===== config.mk =====
export PLATFORM = sky130hd
export DESIGN_NAME = im_access_ctrl
export DESIGN_NICKNAME = d
export VERILOG_FILES = /design/src/rtl/im_access_ctrl_pkg.sv /design/src/rtl/im_access_ctrl_addr_check.sv /design/src/rtl/im_access_ctrl.sv
export SDC_FILE = /design/constraint.sdc
export NUM_CORES = 1
export LEC_CHECK = 0
export CAP_MARGIN = 20
export CELL_PAD_IN_SITES_DETAIL_PLACEMENT = 0
export CELL_PAD_IN_SITES_GLOBAL_PLACEMENT = 1
export CORE_UTILIZATION = 38
export CTS_CLUSTER_SIZE = 12
export DETAILED_ROUTE_END_ITERATION = 8
export DONT_BUFFER_PORTS = 1
export PLACE_DENSITY_LB_ADDON = 0.1
export SYNTH_ARGS = -nofsm -noshare
export SYNTH_HDL_FRONTEND = slang
export SYNTH_SLANG_ARGS = --single-unit

===== constraint.sdc =====
create_clock -name clk -period 2.1 [get_ports clk]
set_input_delay 0.21 -clock clk [delete_from_list [all_inputs] [get_ports clk]]
set_output_delay 0.21 -clock clk [all_outputs]
set_load 0.005 [all_outputs]

===== src/rtl/im_access_ctrl_pkg.sv =====
// rtl/im_access_ctrl_pkg.sv - shared instruction-memory map constants and controller state encoding
package im_access_ctrl_pkg;

  // Instruction memory geometry and text-segment placement
  localparam int          IMSIZE        = 4096;
  localparam int          ADDR_W        = 12;
  localparam logic [31:0] TEXT_BASE     = 32'h0000_3000;
  localparam logic [31:0] TEXT_SPAN     = 32'(4 * IMSIZE);

  // Exception-handler region start; loader writes here need privilege
  localparam logic [31:0] HANDLER_BASE  = 32'h0000_4180;

  // Loader may win at most this many grants in a row while fetch waits
  localparam int          LD_MAX_STREAK = 4;
  localparam int          STREAK_W      = $clog2(LD_MAX_STREAK + 1);

  // Controller state: clearing memory after reset, then serving requests
  typedef enum logic {
    INIT = 1'b0,
    RUN  = 1'b1
  } im_state_e;

endpackage


===== src/rtl/im_access_ctrl_addr_check.sv =====
// rtl/im_access_ctrl_addr_check.sv - byte address to word index with range and alignment check
module im_addr_check
  import im_access_ctrl_pkg::*;
(
  input  logic [31:0]       addr,
  output logic [ADDR_W-1:0] idx,
  output logic              bad
);

  logic [31:0] off;
  logic        misaligned;
  logic        out_of_range;

  // Offset from the text base; an address below the base wraps to a huge
  // offset, so a single unsigned compare covers both ends of the window.
  assign off          = addr - TEXT_BASE;
  assign idx          = off[ADDR_W+1:2];
  assign misaligned   = |off[1:0];
  assign out_of_range = (off >= TEXT_SPAN);
  assign bad          = misaligned | out_of_range;

endmodule


===== src/rtl/im_access_ctrl.sv =====
// rtl/im_access_ctrl.sv - instruction memory controller: post-reset clear, fetch/loader arbitration
module im_access_ctrl
  import im_access_ctrl_pkg::*;
(
  input  logic              clk,
  input  logic              reset,
  input  logic              f_req,
  input  logic [31:0]       f_pc,
  input  logic              f_flush,
  output logic              f_gnt,
  output logic              f_valid,
  output logic [31:0]       f_instr,
  output logic              f_adel,
  input  logic              ld_req,
  input  logic [31:0]       ld_addr,
  input  logic [31:0]       ld_wdata,
  input  logic              ld_priv,
  output logic              ld_ack,
  output logic              ld_err,
  output logic              mem_en,
  output logic              mem_we,
  output logic [ADDR_W-1:0] mem_addr,
  output logic [31:0]       mem_wdata,
  input  logic [31:0]       mem_rdata,
  output logic              init_done
);

  im_state_e            state, state_nxt;
  logic [ADDR_W-1:0]    clear_cnt, clear_nxt;
  logic [STREAK_W-1:0]  streak, streak_nxt;
  logic                 resp_pending;
  logic                 resp_bad;

  logic [ADDR_W-1:0]    f_idx;
  logic                 f_bad;
  logic [ADDR_W-1:0]    ld_idx;
  logic                 ld_bad;
  logic                 ld_hi;
  logic                 ld_reject;
  logic                 fetch_starved;

  im_addr_check u_f_check (
    .addr (f_pc),
    .idx  (f_idx),
    .bad  (f_bad)
  );

  im_addr_check u_ld_check (
    .addr (ld_addr),
    .idx  (ld_idx),
    .bad  (ld_bad)
  );

  assign ld_hi         = (ld_addr >= HANDLER_BASE);
  assign ld_reject     = ld_bad | (ld_hi & ~ld_priv);
  assign fetch_starved = f_req & (streak == STREAK_W'(LD_MAX_STREAK));

  // State, clear pointer, loader streak and the one-deep response tracker
  always_ff @(posedge clk) begin
    if (reset) begin
      state        <= INIT;
      clear_cnt    <= '0;
      streak       <= '0;
      resp_pending <= 1'b0;
      resp_bad     <= 1'b0;
    end else begin
      state        <= state_nxt;
      clear_cnt    <= clear_nxt;
      streak       <= streak_nxt;
      resp_pending <= f_gnt;
      resp_bad     <= f_gnt & f_bad;
    end
  end

  // Next state, arbitration and memory strobes; everything idles while reset is held
  always_comb begin
    state_nxt  = state;
    clear_nxt  = clear_cnt;
    streak_nxt = streak;
    f_gnt      = 1'b0;
    ld_ack     = 1'b0;
    ld_err     = 1'b0;
    mem_en     = 1'b0;
    mem_we     = 1'b0;
    mem_addr   = '0;
    mem_wdata  = '0;
    if (!reset) begin
      case (state)
        INIT: begin
          mem_en    = 1'b1;
          mem_we    = 1'b1;
          mem_addr  = clear_cnt;
          clear_nxt = clear_cnt + ADDR_W'(1);
          if (clear_cnt == ADDR_W'(IMSIZE - 1)) begin
            state_nxt = RUN;
          end
        end
        RUN: begin
          if (ld_req && !fetch_starved) begin
            ld_ack = 1'b1;
            if (ld_reject) begin
              ld_err = 1'b1;
            end else begin
              mem_en    = 1'b1;
              mem_we    = 1'b1;
              mem_addr  = ld_idx;
              mem_wdata = ld_wdata;
            end
            streak_nxt = f_req ? streak + STREAK_W'(1) : '0;
          end else if (f_req) begin
            f_gnt      = 1'b1;
            streak_nxt = '0;
            if (!f_bad) begin
              mem_en   = 1'b1;
              mem_addr = f_idx;
            end
          end
        end
        default: state_nxt = INIT;
      endcase
    end
  end

  // A flush in the response cycle kills only that response; read data passes straight through
  assign f_valid   = resp_pending & ~f_flush & ~reset;
  assign f_adel    = f_valid & resp_bad;
  assign f_instr   = (f_valid && !resp_bad) ? mem_rdata : 32'h0;
  assign init_done = (state == RUN) & ~reset;

endmodule


==> impl_metrics.json, run 1 <==
{
  "setup.worst_path.class": "input pin to output pin",
  "max_stage_delay_ns": 0.35,
  "layout-drive-gt1-share_pct": 31.4,
  "synth_ff_type": "sky130_fd_sc_hd__dfxtp_1",
  "p_total_w": 0.000852,
  "cp-end-kind": "output pin",
  "wire_length_of_the_first_global_routing_pass_mm": 12.7,
  "max_slew.worst_pin.slew_ns": 0.428,
  "floorplan.core_area_sq_um": 6830,
  "synth.distinct_cells": 55,
  "end_point_of_the_worst_hold_path": "clear_cnt[5]$_SDFFE_PP0N_",
  "row_count": 30,
  "fin_worst_hold_slack_ns": 0.00590,
  "clk_latency_ns": 0.26,
  "cts_tree": "done",
  "grt_usage_pct": 21.3,
  "hold_path.class": "input pin to register",
  "port_buffers": 0,
  "drt.antenna.violating_nets": 0,
  "period_needed_ns": 2.24,
  "hpwlAfterDp_mm": 6.76,
  "final.setup_skew_ns": 0.00440,
  "final_max_slew_viol_count": 0,
  "reported_max_cap_violation_count": 0,
  "routed-via-count": 2903,
  "seq_area_frac_synth_pct": 13.4,
  "fin_crit_share_pct": 107,
  "synth_enable_flop_cells": 0,
  "routed_wirelength_mm": 8.85,
  "maximum_clock_frequency_ghz": 0.447,
  "num_antenna_cells": 0,
  "sw_frac_of_total_pct": 29.0,
  "worst-r2r-cell-count": 5,
  "final.setup.worst_slack_ns": -0.139,
  "pwr_density_cell_nw_per_um2": 237,
  "postSynthNetCount": 514,
  "post_synth.cell_area_avg_sq_um": 7.23,
  "crit_path_cell_chain": "ha_4, or3_4, o32ai_2, a21oi_2, nor4_4, o211ai_4, clkbuf_16, nor3_4",
  "cp.arrival_ns": 2.03,
  "ys_seq_elements": 18,
  "synth_largest_area_cell": "sky130_fd_sc_hd__dfxtp_1",
  "drc_errors": 0,
  "setup.worst_path.start_class": "input pin",
  "io_pins": 218,
  "number_of_filler_cells_placed_in_the_layout": 671,
  "holdCritStartpoint": "reset",
  "synth_area_sq_um": 2700,
  "clk_root_buffer_cell": "sky130_fd_sc_hd__clkbuf_8",
  "cts_buffers": 3,
  "critical_path.reg2reg.startpoint": "state$_SDFF_PP0_",
  "clk_path_buf_depth": 2,
  "post-synth-top-area-fraction_pct": 13.4,
  "first_iter_violations": 146,
  "grt_setup_unrepaired": "true",
  "clkTransAtPathRegs_ns": 0.08,
  "number_of_h_tree_levels": 1,
  "cell_types_with_the_highest_counts_after_synthesis": "sky130_fd_sc_hd__inv_1, sky130_fd_sc_hd__and2_1, sky130_fd_sc_hd__nor2_1, sky130_fd_sc_hd__nor3_2, sky130_fd_sc_hd__dfxtp_1",
  "final-hold-violation-count": 0,
  "dieHeight_microns": 86.2,
  "whs_path_depth": 1,
  "vdd_drop_max_mv": 0.376,
  "die_w_microns": 86.2,
  "antenna_found_initial": 0,
  "synth.top_cells.by_area": "sky130_fd_sc_hd__dfxtp_1, sky130_fd_sc_hd__nor3_2, sky130_fd_sc_hd__and2_1",
  "timing.slew.headroom_pct": 71.4,
  "synth.yosys.warnings": 0,
  "most_common_cell_in_the_synthesized_netlist": "sky130_fd_sc_hd__inv_1",
  "initial_utilization_pct": 39.5,
  "firstDrtPassIters": 4,
  "leakage_nw": 1.41,
  "outcome": "finished, violations left",
  "final_count_of_negative_setup_slack_endpoints": 47,
  "grt_max_degree": 33,
  "internal-power_w": 0.000605,
  "numClockSinks": 18,
  "cp.required_ns": 1.89,
  "viasPerCell": 5.88,
  "power.sequential.fraction_pct": 41.4,
  "power_frac_comb_pct": 23.7,
  "grt_pass1_vias": 2613,
  "final_nets": 540,
  "netlist_instances": 373,
  "die_area_sq_um": 7430,
  "timing.rr.end": "clear_cnt[9]$_SDFFE_PP0N_",
  "slowest_cell_on_the_critical_path": "sky130_fd_sc_hd__or3_4",
  "violated_checks": "negative setup slack",
  "async_set_reset_flop_share_out_of_synthesis_pct": 0,
  "gr-total-overflow": 0,
  "setup.reg_to_reg.worst_slack_ns": 0.54,
  "layout-area-overhead-vs-synth_pct": 33.2,
  "power_frac_clock_pct": 34.9,
  "switching_power_w": 0.000247,
  "routedWlPerCell_microns": 17.9,
  "worstPathMaxFanout": 8,
  "gpl.final_weighted_congestion": 0.853
}
-- through the flow --
stage | cells | util (%) | TNS [ns] | setup WS [ns] | cell area [sq um]
2_1_floorplan | 373 | - | 0 | 0.0142 | 2800
3_3_place_gp | 482 | 45.4 | -4.34 | -0.170 | 3100
3_5_place_dp | 482 | 45.4 | -4.86 | -0.168 | 3100
4_1_cts | 489 | 49.2 | -3.19 | -0.134 | 3360
5_1_grt | 494 | 52.6 | -9.62 | -0.251 | 3590
6_report | 494 | 52.6 | -4.06 | -0.139 | 3590
-- sequential cells by signal (all words and copies together), names as in the netlist --
register / flops
resp_bad: 1
streak: 3
clear_cnt: 12
resp_pending: 1
state: 1
-- cells in the final DEF, fill, tap and decap left out, types with 5 or more instances in the layout --
master                      count
sky130_fd_sc_hd__and3_1         5
sky130_fd_sc_hd__buf_12         5
sky130_fd_sc_hd__nand2_1       17
sky130_fd_sc_hd__a21oi_1        9
sky130_fd_sc_hd__nor2b_1       15
sky130_fd_sc_hd__dfxtp_1       16
sky130_fd_sc_hd__and2_1        35
sky130_fd_sc_hd__nor3_1         8
sky130_fd_sc_hd__buf_4         32
sky130_fd_sc_hd__nor2_1        33
sky130_fd_sc_hd__o21ai_0        7
sky130_fd_sc_hd__a41oi_2        8
sky130_fd_sc_hd__o21ai_1        8
sky130_fd_sc_hd__inv_1         42
sky130_fd_sc_hd__nor3_2         7
sky130_fd_sc_hd__ha_1           6
sky130_fd_sc_hd__xor2_1         5
sky130_fd_sc_hd__nor3b_1        5
sky130_fd_sc_hd__o2111ai_1     11
sky130_fd_sc_hd__nor3_4        27
sky130_fd_sc_hd__a41oi_1        5
-- power by group through the flow --
stage	clock [W]	sequential [W]	combinational, W
3_5_place_dp	0	0.000361	0.000165
4_1_cts	0.000299	0.000353	0.000184
3_3_place_gp	0	0.000360	0.000166
6_report	0.000298	0.000352	0.000202
5_1_grt	0.000311	0.000354	0.000221
2_1_floorplan	0	0.000359	0.000131
-- cells by family after synthesis --
logic type	synth area share, %
flops	13.4
compound gates	21.7
simple gates	46.9
mux	1.11
buf+inv	10.7
fa+ha+maj	3.25
xor+xnor	2.92
-- cell type report --
cell class / count / area, sq um / share of cell area (%)
clock buffer: 4 / 55.1 / 1.53
sequential: 18 / 363 / 10.1
inverter: 42 / 158 / 4.39
timing repair buffer: 42 / 413 / 11.5
tap: 96 / 120 / 3.34
multi-input combinational: 292 / 2480 / 69.1
-- timing repair --
item | 4_1_cts | 5_1_grt
endpoints found under the setup margin | 45 | 47
resized for setup | 28 | 31
buffers inserted | 2 | 4
cloned | 0 | 1
hold endpoints to repair | 1 | 0
hold buffers | 1 | 0
pin swaps | 18 | 13
-- metal layers --
layer / vias to the layer above / part of all wire (%) / global-route usage [%]
met5: - / 0 / 0
met4: 0 / 1.1 / 6.06
met3: 9 / 6.5 / 3.05
met2: 130 / 48 / 33.5
met1: 1365 / 45 / 30.1
li1: 1399 / - / -
-- worst max-delay path, delay by kind of cell --
kind                       cells  cell delay, ns
and+or+nand+nor                3            0.87
AOI/OAI and AO/OA              3            0.55
buffers and inverters          1            0.24
adders and majority gates      1            0.15
-- worst max-delay path by stage --
stage	end	startpoint	cells after the start	slack, ns
floorplan	mem_wdata[10]	ld_addr[13]	7	0.01
global route	mem_wdata[1]	ld_addr[12]	8	-0.25
detailed placement	mem_wdata[10]	ld_addr[12]	8	-0.17
finish	mem_wdata[23]	ld_addr[12]	8	-0.14
global placement	mem_addr[10]	ld_addr[13]	9	-0.17
CTS	mem_wdata[14]	ld_addr[12]	8	-0.13
(Power assumes the default switching activity.)
==> inputs of run 2 (changes only) <==
--- a/config.mk
+++ b/config.mk
@@ -8,6 +8,7 @@
 export CAP_MARGIN = 20
 export CELL_PAD_IN_SITES_DETAIL_PLACEMENT = 0
 export CELL_PAD_IN_SITES_GLOBAL_PLACEMENT = 1
+export CORE_MARGIN = 1.5
 export CORE_UTILIZATION = 38
 export CTS_CLUSTER_SIZE = 12
 export DETAILED_ROUTE_END_ITERATION = 8
==> impl_metrics.json, run 2 (synthesized netlist as in run 1, its figures left out) <==
{
  "cts_tree": "done",
  "final_max_slew_viol_count": 0,
  "leakage_nw": 1.23,
  "worst_path_dominant_cell_family": "simple AND/OR/NAND/NOR gates",
  "gpl.final_weighted_congestion": 0.816,
  "wire_length_of_the_first_global_routing_pass_mm": 11.6,
  "hold_path.class": "input pin to register",
  "reg.largest.list": "clear_cnt (12), streak (3)",
  "layout.cells.most_common": "sky130_fd_sc_hd__inv_1",
  "cp.buffers_inverters": 2,
  "num_antenna_cells": 0,
  "grt_max_degree": 34,
  "routed-via-count": 2804,
  "row_count": 30,
  "fin_worst_hold_slack_ns": 0.0193,
  "outcome": "finished, violations left",
  "initial_utilization_pct": 39.5,
  "worstPathMaxFanout": 6,
  "max_slew.worst_pin.slew_ns": 0.444,
  "die_area_sq_um": 7610,
  "fin_crit_share_pct": 103,
  "dieHeight_microns": 87.2,
  "antenna_found_initial": 0,
  "number_of_filler_cells_placed_in_the_layout": 699,
  "maximum_clock_frequency_ghz": 0.461,
  "vdd_drop_max_mv": 0.359,
  "layout-area-overhead-vs-synth_pct": 25.2,
  "cp.arrival_ns": 1.96,
  "viasPerCell": 5.77,
  "drt.antenna.violating_nets": 0,
  "layout.cells.most_common_list": "sky130_fd_sc_hd__inv_1, sky130_fd_sc_hd__and2_1, sky130_fd_sc_hd__nor2_1, sky130_fd_sc_hd__buf_4, sky130_fd_sc_hd__nor3_2",
  "p_total_w": 0.000781,
  "final.setup.worst_slack_ns": -0.0686,
  "number_of_h_tree_levels": 1,
  "layout-drive-gt1-share_pct": 29.5,
  "timing.slew.headroom_pct": 70.4,
  "cts_buffers": 3,
  "first_iter_violations": 138,
  "max_stage_delay_ns": 0.54,
  "post_layout_instance_count_excluding_filler_cells": 486,
  "worst-r2r-cell-count": 5,
  "final_count_of_negative_setup_slack_endpoints": 44,
  "setup.worst_path.class": "input pin to output pin",
  "grt_pass1_vias": 2359,
  "setup.worst_path.start_class": "input pin",
  "flip_flop_count_of_the_largest_register_after_layout": 12,
  "cp-end-kind": "output pin",
  "routed_wirelength_mm": 8.25,
  "period_needed_ns": 2.17,
  "clk_root_buffer_cell": "sky130_fd_sc_hd__clkbuf_8",
  "pwr_density_cell_nw_per_um2": 232,
  "grt_setup_unrepaired": "true",
  "gr-total-overflow": 0,
  "largest-register": "clear_cnt",
  "port_buffers": 0,
  "clk_latency_ns": 0.25,
  "clkTransAtPathRegs_ns": 0.07,
  "hpwlAfterDp_mm": 6.44,
  "cp.required_ns": 1.89,
  "final-hold-violation-count": 0,
  "numClockSinks": 18,
  "setup-tns-final_ns": -1.76,
  "final_nets": 533,
  "slowest_cell_on_the_critical_path": "sky130_fd_sc_hd__or4_4",
  "drc_errors": 0,
  "dp_cells": 481,
  "crit_path_cell_chain": "or4_4, nor3b_4, mux2i_1, a221oi_2, buf_4, buf_12, a41oi_1, o21ai_1",
  "whs_path_depth": 1,
  "reported_max_cap_violation_count": 0,
  "clk_path_buf_depth": 2,
  "worstSetupPathDepth": 8,
  "ctsHoldBuffers": 0,
  "firstDrtPassIters": 4,
  "violated_checks": "negative setup slack",
  "die_w_microns": 87.2,
  "finish.utilization_pct": 49.4,
  "postCtsSetupBuffers": 0,
  "routedWlPerCell_microns": 17.0,
  "floorplan.core_area_sq_um": 6830,
  "grt_usage_pct": 18.7,
  "final.setup_skew_ns": 0.00219,
  "io_pins": 218
}
run 2: changes by cell type in the layout (fill, tap and decap cells not counted), moves of 2 or more:
cell and change:
sky130_fd_sc_hd__buf_4 -5, sky130_fd_sc_hd__o21ai_2 +2, sky130_fd_sc_hd__nor3_2 +17, sky130_fd_sc_hd__a41oi_1 +3, sky130_fd_sc_hd__nand3_2 -2, sky130_fd_sc_hd__nor3_4 -16, sky130_fd_sc_hd__nand3_1 +2, sky130_fd_sc_hd__o2111ai_1 -2
sky130_fd_sc_hd__o21ai_1 -2, sky130_fd_sc_hd__a41oi_2 -3, sky130_fd_sc_hd__o2111ai_2 +2
run 2: final timing paths:
check | start | endpoint | slack (ns)
setup / recovery | f_pc[17] | mem_addr[4] | -0.07
hold / removal | reset | streak[0]$_SDFFE_PP0P_ | 0.02
setup reg to reg | state$_SDFF_PP0_ | clear_cnt[5]$_SDFFE_PP0N_ | 0.53
hold reg to reg | clear_cnt[6]$_SDFFE_PP0N_ | clear_cnt[6]$_SDFFE_PP0N_ | 0.49
run 2: final cells by class:
type	count	area [sq um]	share of cell area [%]
multi-input cells	292	2340	69.4
repair buffers	35	350	10.4
flip-flops and latches	18	362	10.7
inverters	42	158	4.67
well taps	96	120	3.56
clock buffers	3	41.3	1.22
run 2: metrics by stage:
stage	instance area [sq um]	worst slack (ns)
3_5_place_dp	3110	-0.116
4_1_cts	3280	-0.0517
6_report	3370	-0.0686
5_1_grt	3370	-0.150
3_3_place_gp	3110	-0.148
2_1_floorplan	2800	0.0142
run 2: report_power, final:
| group | internal (W) | switching (W) | leakage [nW] |
|---|---|---|---|
| Combinational | 0.0000913 | 0.0000986 | 1.06 |
| Sequential | 0.000346 | 0.00000652 | 0.146 |
| Clock | 0.000127 | 0.000111 | 0.0216 |
| Total | 0.000565 | 0.000216 | 1.23 |
run 2: per-layer routing:
| layer | part of all wire, % | vias up | global-route usage, % |
|---|---|---|---|
| li1 | - | 1382 | - |
| met1 | 44 | 1294 | 25.8 |
| met2 | 49 | 124 | 31.8 |
| met3 | 6.5 | 4 | 2.56 |
| met4 | 0.34 | 0 | 2.74 |
| met5 | 0 | - | 0 |
run 2: repair_timing:
item / 4_1_cts / 5_1_grt
pin swaps: 7 / 8
resized for setup: 24 / 14
endpoints found under the setup margin: 47 / 48
gates cloned: 1 / 1
==> inputs of run 3 (changes only) <==
--- a/config.mk
+++ b/config.mk
@@ -14,6 +14,7 @@
 export DETAILED_ROUTE_END_ITERATION = 8
 export DONT_BUFFER_PORTS = 1
 export PLACE_DENSITY_LB_ADDON = 0.1
+export SKIP_LAST_GASP = 1
 export SYNTH_ARGS = -nofsm -noshare
 export SYNTH_HDL_FRONTEND = slang
 export SYNTH_SLANG_ARGS = --single-unit
==> impl_metrics.json, run 3 (synthesized netlist as in run 1, its figures left out) <==
{
  "clkTransAtPathRegs_ns": 0.07,
  "worstPathMaxFanout": 6,
  "pwr_density_cell_nw_per_um2": 223,
  "worst_path_dominant_cell_family": "simple AND/OR/NAND/NOR gates",
  "clk_path_buf_depth": 2,
  "final_max_slew_viol_count": 0,
  "die_area_sq_um": 7610,
  "routed_wirelength_mm": 8.53,
  "cp.arrival_ns": 1.98,
  "final_count_of_negative_setup_slack_endpoints": 45,
  "final_nets": 536,
  "number_of_h_tree_levels": 1,
  "post_layout_instance_count_excluding_filler_cells": 489,
  "grt_usage_pct": 18.6,
  "reported_max_cap_violation_count": 0,
  "final-hold-violation-count": 0,
  "cts_buffers": 3,
  "hold_path.class": "input pin to register",
  "max_slew.worst_pin.slew_ns": 0.523,
  "outcome": "finished, violations left",
  "cts_tree": "done",
  "end_point_of_the_worst_hold_path": "streak[0]$_SDFFE_PP0P_",
  "drt.antenna.violating_nets": 0,
  "cp-end-kind": "output pin",
  "die_w_microns": 87.2,
  "fin_crit_share_pct": 104,
  "timing.slew.headroom_pct": 65.1,
  "flip_flop_count_of_the_largest_register_after_layout": 12,
  "maximum_clock_frequency_ghz": 0.456,
  "first_iter_violations": 139,
  "final.setup.worst_slack_ns": -0.0924,
  "gpl.final_weighted_congestion": 0.816,
  "layout-drive-gt1-share_pct": 32.3,
  "area.sequential_sq_um": 362,
  "io_pins": 218,
  "reg.largest.list": "clear_cnt (12), streak (3)",
  "grt_pass1_vias": 2331,
  "routedWlPerCell_microns": 17.4,
  "fin_worst_hold_slack_ns": 0.0209,
  "grt_setup_unrepaired": "true",
  "period_needed_ns": 2.19,
  "max_stage_delay_ns": 0.54,
  "floorplan.core_area_sq_um": 6830,
  "area_occupied_by_multi_input_gates_sq_um": 2490,
  "leakage_nw": 1.34,
  "setup.reg_to_reg.worst_slack_ns": 0.51,
  "setup.worst_path.start_class": "input pin",
  "gr-total-overflow": 0,
  "violated_checks": "negative setup slack",
  "whs_path_depth": 1,
  "cp.required_ns": 1.89,
  "drc_errors": 0,
  "number_of_filler_cells_placed_in_the_layout": 685,
  "holdCritStartpoint": "reset",
  "launching_element_of_the_worst_setup_path": "f_pc[17]",
  "worst-r2r-cell-count": 5,
  "row_count": 30,
  "num_antenna_cells": 0,
  "numClockSinks": 18,
  "final.setup_skew_ns": 0.00631,
  "dieHeight_microns": 87.2,
  "layout-area-overhead-vs-synth_pct": 32.4,
  "crit_path_cell_chain": "or4_4, nor3b_4, mux2i_1, a221oi_2, buf_4, clkbuf_16, a41oi_1, o21ai_1",
  "vdd_drop_max_mv": 0.358,
  "routed-via-count": 2858,
  "viasPerCell": 5.84,
  "dp_cells": 481,
  "wire_length_of_the_first_global_routing_pass_mm": 11.5,
  "clk_root_buffer_cell": "sky130_fd_sc_hd__clkbuf_8",
  "antenna_found_initial": 0,
  "critical_path.reg2reg.startpoint": "state$_SDFF_PP0_",
  "hpwlAfterDp_mm": 6.44,
  "cp.buffers_inverters": 2,
  "clk_latency_ns": 0.25,
  "firstDrtPassIters": 4,
  "layout.cells.most_common": "sky130_fd_sc_hd__inv_1",
  "slowest_cell_on_the_critical_path": "sky130_fd_sc_hd__or4_4",
  "timing.rr.end": "clear_cnt[7]$_SDFFE_PP0N_",
  "largest-register": "clear_cnt",
  "grt_max_degree": 34,
  "initial_utilization_pct": 39.5,
  "layout.cells.most_common_list": "sky130_fd_sc_hd__inv_1, sky130_fd_sc_hd__and2_1, sky130_fd_sc_hd__nor2_1, sky130_fd_sc_hd__buf_4, sky130_fd_sc_hd__nor3_4",
  "port_buffers": 0,
  "setup.worst_path.class": "input pin to output pin"
}
run 3: cell types whose count changed in the layout (fill, tap and decap cells not counted), sizes merged:
cell / before / now
buf: 34 / 36
clkbuf: 4 / 5
run 3: worst max path at each step:
stage / end / cells after the start
floorplan: mem_wdata[10] / 7
global placement: mem_wdata[0] / 7
detailed placement: mem_addr[0] / 8
CTS: mem_addr[0] / 9
global route: mem_wdata[18] / 7
finish: mem_addr[3] / 8
run 3: final cells by class:
cell class / instances / area share, %
flip-flops and latches: 18 / 10.1
clock buffers: 3 / 1.16
repair buffers: 38 / 11.2
inverters: 42 / 4.42
well taps: 96 / 3.37
multi-input cells: 292 / 69.8
run 3: power breakdown:
group | internal, W | switching, W | total [W] | leakage, nW
clock | 0.000127 | 0.000115 | 0.000243 | 0.0216
sequential | 0.000346 | 0.00000629 | 0.000353 | 0.146
combinational | 0.0000937 | 0.000107 | 0.000201 | 1.17
total | 0.000568 | 0.000228 | 0.000796 | 1.34
run 3: through the flow:
| stage | instance area (sq um) | TNS [ns] | worst slack (ns) | util, % | total power (W) |
|---|---|---|---|---|---|
| 5_1_grt | 3570 | -5.98 | -0.151 | 52.2 | 0.000831 |
| 2_1_floorplan | 2800 | 0 | 0.0142 | - | 0.000489 |
| 3_3_place_gp | 3110 | -4.56 | -0.148 | 45.5 | 0.000532 |
| 4_1_cts | 3240 | -1.57 | -0.0739 | 47.4 | 0.000777 |
| 6_report | 3570 | -2.17 | -0.0924 | 52.2 | 0.000796 |
| 3_5_place_dp | 3110 | -2.96 | -0.116 | 45.5 | 0.000532 |
run 3: what timing repair did:
| item | 4_1_cts | 5_1_grt |
|---|---|---|
| hold buffers | 0 | 0 |
| setup buffers | 0 | 1 |
| gates resized for setup | 17 | 44 |
| gates cloned | 1 | 3 |
| endpoints found under the setup margin | 47 | 48 |
| pin swaps | 6 | 16 |
run 3: routing by layer:
metal,GRT usage (%),part of all wire (%),vias up
li1,-,-,1386
met1,26.2,44,1357
met2,31.2,50,111
met3,2.27,5.7,4
met4,2.60,0.49,0
met5,0,0,-
run 3: worst reg2reg max path, cell delays in order, from the launching register on:
cell                      delay, ns
sky130_fd_sc_hd__dfxtp_1       0.31
sky130_fd_sc_hd__buf_4         0.21
sky130_fd_sc_hd__nor2b_1       0.16
sky130_fd_sc_hd__nand3_1       0.26
sky130_fd_sc_hd__or3_1         0.42
sky130_fd_sc_hd__a21oi_1       0.15
